==> src/rtl/sdff_scan_pkg.sv <==
// Shared types and sizing helpers for the scan register bank and its controller.
package sdff_scan_pkg;

  localparam int MAX_WIDTH = 64;

  typedef enum logic {
    IDLE  = 1'b0,
    SHIFT = 1'b1
  } scan_state_e;

  // Counter width for a chain of the given length, never narrower than one bit.
  function automatic int cnt_w(input int width);
    int w;
    w = $clog2(width);
    if (w > 1) begin
      return w;
    end else begin
      return 1;
    end
  endfunction

endpackage

==> src/rtl/sdff_scan_ctrl.sv <==
// Scan controller: IDLE/SHIFT FSM, shift counter and the chain-complete pulse.
module sdff_scan_ctrl
  import sdff_scan_pkg::*;
#(
  parameter int WIDTH = 8
) (
  input  logic clk,
  input  logic rst,
  input  logic setn,
  input  logic se,
  output logic scan_active,
  output logic shift_done
);

  localparam int CNT_W = cnt_w(WIDTH);
  localparam logic [CNT_W-1:0] CNT_LAST = CNT_W'(WIDTH - 1);

  scan_state_e      state_r;
  logic [CNT_W-1:0] cnt_r;
  logic             done_r;
  logic             shift_s;

  // A shift edge is exactly the case where the bank takes its SE branch.
  assign shift_s = setn & se;

  // FSM, counter and done pulse; any non-shifting edge abandons a partial chain.
  always_ff @(posedge clk) begin
    if (rst) begin
      state_r <= IDLE;
      cnt_r   <= {CNT_W{1'b0}};
      done_r  <= 1'b0;
    end else if (shift_s) begin
      state_r <= SHIFT;
      if (cnt_r == CNT_LAST) begin
        cnt_r  <= {CNT_W{1'b0}};
        done_r <= 1'b1;
      end else begin
        cnt_r  <= cnt_r + CNT_W'(1);
        done_r <= 1'b0;
      end
    end else begin
      state_r <= IDLE;
      cnt_r   <= {CNT_W{1'b0}};
      done_r  <= 1'b0;
    end
  end

  assign scan_active = (state_r == SHIFT);
  assign shift_done  = done_r;

endmodule

==> src/rtl/sdff_scan_bank.sv <==
// WIDTH-bit muxed-scan register bank with load enable, synchronous preset and
// a shift-complete indication for the test controller.
module sdff_scan_bank
  import sdff_scan_pkg::*;
#(
  parameter int               WIDTH     = 8,
  parameter logic [WIDTH-1:0] RESET_VAL = {WIDTH{1'b0}},
  parameter logic [WIDTH-1:0] SET_VAL   = {WIDTH{1'b1}}
) (
  input  logic             CLK,
  input  logic             RST,
  input  logic             SETN,
  input  logic             SE,
  input  logic             SI,
  input  logic             EN,
  input  logic [WIDTH-1:0] D,
  output logic [WIDTH-1:0] Q,
  output logic             SO,
  output logic             SCAN_ACTIVE,
  output logic             SHIFT_DONE
);

  logic [WIDTH-1:0] q_r;
  logic [WIDTH-1:0] q_next_s;

  // Bank next-state priority below reset: preset, then shift, then load, else hold.
  always_comb begin
    q_next_s = q_r;
    if (!SETN) begin
      q_next_s = SET_VAL;
    end else if (SE) begin
      q_next_s = {q_r[WIDTH-2:0], SI};
    end else if (EN) begin
      q_next_s = D;
    end else begin
      q_next_s = q_r;
    end
  end

  // Bank storage with synchronous reset.
  always_ff @(posedge CLK) begin
    if (RST) begin
      q_r <= RESET_VAL;
    end else begin
      q_r <= q_next_s;
    end
  end

  assign Q  = q_r;
  assign SO = q_r[WIDTH-1];

  sdff_scan_ctrl #(
    .WIDTH(WIDTH)
  ) u_ctrl (
    .clk        (CLK),
    .rst        (RST),
    .setn       (SETN),
    .se         (SE),
    .scan_active(SCAN_ACTIVE),
    .shift_done (SHIFT_DONE)
  );

endmodule
==> config.mk <==
export PLATFORM = sky130hd
export DESIGN_NAME = sdff_scan_bank
export DESIGN_NICKNAME = d
export VERILOG_FILES = /design/src/rtl/sdff_scan_pkg.sv /design/src/rtl/sdff_scan_ctrl.sv /design/src/rtl/sdff_scan_bank.sv
export SDC_FILE = /design/constraint.sdc
export NUM_CORES = 1
export LEC_CHECK = 0
export ABC_AREA = 0
export CAP_MARGIN = 20
export CORE_ASPECT_RATIO = 0.75
export CORE_MARGIN = 2
export CORE_UTILIZATION = 37
export DETAILED_ROUTE_END_ITERATION = 7
export GPL_ROUTABILITY_DRIVEN = 0
export GPL_TIMING_DRIVEN = 0
export PLACE_DENSITY = 0.81
export SYNTH_ARGS = -nofsm -noshare
export SYNTH_HDL_FRONTEND = slang
export SYNTH_SLANG_ARGS = --single-unit
==> constraint.sdc <==
create_clock -name CLK -period 1 [get_ports CLK]
set_input_delay 0.2 -clock CLK [delete_from_list [all_inputs] [get_ports CLK]]
set_output_delay 0.2 -clock CLK [all_outputs]
set_load 0.01 [all_outputs]
* Word level (Yosys, flattened, before mapping) *
Cells that the tools add are included.
Widths: inputs -> output; s select.

storage, ports and cells
  bits in registers = 13
  bits in latches = 0
  memory bits (writable) = 0
  bits in read-only memories = 0
  input port bits = 14
  output and inout bits = 11
  logic and storage cells = 16
  memories = 0

operators by class
  $add $sub $neg = 1
  multipliers = 0
  divide/modulo/power cells = 0
  $lt $le $gt $ge = 0
  equality and inequality tests = 2
  shift-type cells = 0
  mux-type cells = 5
  bitwise gates (word level) = 2
  reduce and logical (&&, ||, !) cells = 2

operator list
  operator             number
  $mux 8               3
  $add 3x1->3 const B  1
  $eq 3x3->1 const B   1
  $ne 3x2->1 const B   1
  $reduce_or 3->1      1
  $mux 1               2
  $reduce_or 2->1      1
  $and 1x1->1          1
  $not 1->1            1

* Longest topological paths before layout *
  depth in word-level cells = 3
  mapped depth = 4
  mapped depth without buffers = 4

* Modules after synthesis *
A second synthesis with hierarchy kept.

unflattened totals
  cells, all modules = 51
  area, all modules = 613.1 um2

by module, submodules not included
  module          instances  cells each  area an instance (um2)  seq. area each (um2)
  sdff_scan_bank  1          38          434.2                   160.2
  sdff_scan_ctrl  1          13          178.9                   100.1

* Least setup slack after synthesis *
Ideal clock, no wire load.

  path type = register -> register
  from = register u_ctrl.cnt_r[0]
  to = register u_ctrl.cnt_r[1]
  data arrival time = 1.024 ns
  required time = 0.941 ns
  slack = -0.083 ns
  stages on the path, launching flop included = 5
  path buffers = 0
  clock period less this slack = 1.083 ns
  path through = dfxtp_1 > ha_1 > ha_1 > and4bb_1 > and2_1

on the way
  longest elaborated chain between the ends = 2

ends and longest elaborated chain
  item                                                                 RTL line              text
  start: declaration                                                   sdff_scan_ctrl.sv:19  logic [CNT_W-1:0] cnt_r;
  start signal: assignment                                             sdff_scan_ctrl.sv:30  cnt_r <= {CNT_W{1'b0}};
  start signal: assignment                                             sdff_scan_ctrl.sv:35  cnt_r <= {CNT_W{1'b0}};
  start signal: assignment                                             sdff_scan_ctrl.sv:38  cnt_r <= cnt_r + CNT_W'(1);
  parallel branches: the longest is 2 deep, another holds $add 3x1->3  --

Several ways; the timed one is not identified.
A chain may end at the register's enable or synchronous reset.

* Worst setup path in the final report *
  from = register u_ctrl.cnt_r[0]
  to = register u_ctrl.cnt_r[0]

Same word-level chain as after synthesis.

==> flow_summary.ini <==
[drt]
detail_route.drc_violations = 0
num_vias = 489
postRouteWirelength_mm = 1.24
detail_route.wl_per_cell_um = 12.1
dr.first_iter.drc_count = 5
drt_first_pass_iters = 2
drt-vias-per-instance = 4.79
antenna_left = 0

[worst_setup_path]
startpoint_type = register
worst-endpoint-required_ps = 1210
timing.reg2reg.setup_slack_ps = -100
worstSetupEndpointType = register
critPathArrivalTime_ps = 1320
worstReg2RegEnd = u_ctrl.cnt_r[0]
rr_worst_depth = 4
path_max_fanout = 3
r2r-start = u_ctrl.cnt_r[0]
timing.setup.critical_path_class = register to register

[synthesis]
synthDominantAreaCellType = dfxtp_1
synth_area_sq_um = 647
post_synth_num_cell_types = 14
syn_avg_cell_area_sq_um = 12.2
seq_area_frac_synth_pct = 40.2
post-synth-top-area-fraction_pct = 40.2
synth_fp_nets = 69
number_of_synthesized_register_bits = 13
synth_cells = 53
post_synth_main_area_contributors = dfxtp_1, a221oi_2, mux2i_1
synth-warning-count = 0

[sta]
period_minus_slack_ps = 1100
timing_hold_violations_final = 0
slew_headroom_pct = 82.9
fin_ws_ps = -102
worst_hold_slack_ps = 326
worstMarginPinSlew_ps = 256
maxClockFrequency_mhz = 907
skew_ps = 1.07
setup-violations-final = 3
period_share_pct = 110
report.final.slew_viol_count = 0
rsz0062_at_grt = true

[cts]
cts_hold_repair.buffers = 0
ctsLongestPathBuffers = 2
clk-insertion-delay-late_ps = 270
clkTransAtPathRegs_ps = 70
numClockSinks = 13
cts_tree = done
htreeDepth = 1
cts_inserted_buffers = 3
clock_tree.root_cell = clkbuf_4

[floorplan]
die-area_sq_um = 2100
core-area_sq_um = 1690
die_width_um = 52.3
effective_utilization_at_floorplan_pct = 38.2
io-pin-count = 25
floorplan.rows = 13
fp.dieH_um = 40.2

[outcome]
outcome = finished with violations
failed_checks = negative setup slack

[final_layout]
ratio_of_cells_with_drive_above_1_in_the_final_layout_pct = 50.0
layout_common_cells = buf_2, dfxtp_2, clkdlybuf4s50_1
num-nets-final = 97
syn2layout_area_growth_pct = 42.9
number_of_diodes = 0
design_area_sq_um = 925
layout_commonest_cell = buf_2

[grt]
grt_first_pass_wirelength_mm = 1.95
grt_start_max_net_pins = 11
grt_util_all_layers_pct = 13.3
initial_antenna_violation_count = 0
number_of_global_route_vias_before_repair = 454
grt_remaining_overflow = 0

[flow_run]
cap_violations = 0

[place]
dpl.hpwl_um = 904
placed_cell_areas_sq_um = 932
place.port_buffers = 23
place_ws_ps = -302

[min_path]
holdCritStartpoint = SETN
worstHoldPathCells = 3
holdPathEnd = Q[4]
worst_hold_path_type = input pin to register

[pwr]
static-leakage-power_uw = 0.000417
vdd.ir_drop.worst_v = 0.000703
power_density_nw_per_um2 = 1230
==> metrics by stage <==
stage	setup TNS [ps]	cells	power [uW]	util (%)
2_1_floorplan	-47.1	53	729	-
3_3_place_gp	-3900	98	855	55.1
3_5_place_dp	-4140	98	859	55.1
4_1_cts	-396	103	1150	54.8
5_1_grt	-498	102	1200	54.7
6_report	-290	102	1140	54.7
==> critical path, cell delays in order (launching register included) <==
cell	delay, ps
dfxtp_2	340
ha_4	150
ha_4	150
and4bb_1	280
and2b_1	130
==> power by group <==
part	internal, uW	switching (uW)
Combinational	140	108
Sequential	555	19.9
Clock	154	159
Total	849	287
==> metal layers <==
layer | global-route usage [%] | wire length, um | vias up | share of wire (%)
li1 | - | - | 248 | -
met1 | 15.0 | 541 | 224 | 44
met2 | 24.4 | 594 | 17 | 48
met3 | 5.60 | 99 | 0 | 8.0
met4 | 1.92 | 0 | 0 | 0
met5 | 0 | 0 | - | 0
==> state kept, by name, summed over array words and instances, names as in the netlist <==
signal	cells
Q	8
u_ctrl.cnt_r	3
u_ctrl.scan_active	1
u_ctrl.shift_done	1
==> final cells by class <==
cell class / instances / area, sq um
buffer: 5 / 50.0
clock buffer: 4 / 26.3
fill: 162 / 767
multi-input combinational: 34 / 354
sequential: 13 / 273
tap: 22 / 27.5
timing repair buffer: 24 / 194
==> repair_timing <==
action                                  in CTS  in global routing
setup buffers                                1                  0
endpoints found under the setup margin      15                 14
pin swaps                                    2                  3
gates cloned                                 0                  0
resized for setup                           51                  4
==> cell usage after synthesis <==
cell / n
mux2i_1: 8
a221oi_2: 8
nand2_1: 1
and2_1: 2
and4bb_1: 1
buf_6: 4
nor3b_1: 1
nor2b_1: 9
nor2_1: 1
buf_4: 1
ha_1: 2
dfxtp_1: 13
and2b_1: 1
buf_2: 1
==> how the worst max path moves through the flow <==
stage	cells past startpoint	slack, ps	startpoint	end
after CTS	4	-120	u_ctrl.cnt_r[0]	u_ctrl.cnt_r[0]
after floorplan	4	-20	u_ctrl.cnt_r[0]	u_ctrl.cnt_r[1]
after detailed placement	4	-300	SETN	u_ctrl.cnt_r[2]
final	4	-100	u_ctrl.cnt_r[0]	u_ctrl.cnt_r[0]
after global routing	4	-170	u_ctrl.cnt_r[0]	u_ctrl.cnt_r[2]
after global placement	4	-290	SETN	u_ctrl.cnt_r[0]
==> kinds of logic after synthesis <==
| kind of cell | count (synthesis) | share of synthesized area [%] |
|---|---|---|
| AO/OA/AOI/OAI | 8 | 18.6 |
| buffers and inverters | 6 | 8.90 |
| multiplexers | 8 | 12.4 |
| adder cells (fa/ha/maj) | 2 | 3.87 |
| flip-flops | 13 | 40.2 |
| AND/OR/NAND/NOR | 16 | 16.1 |
Note: power is estimated with default switching activity, not from simulation.
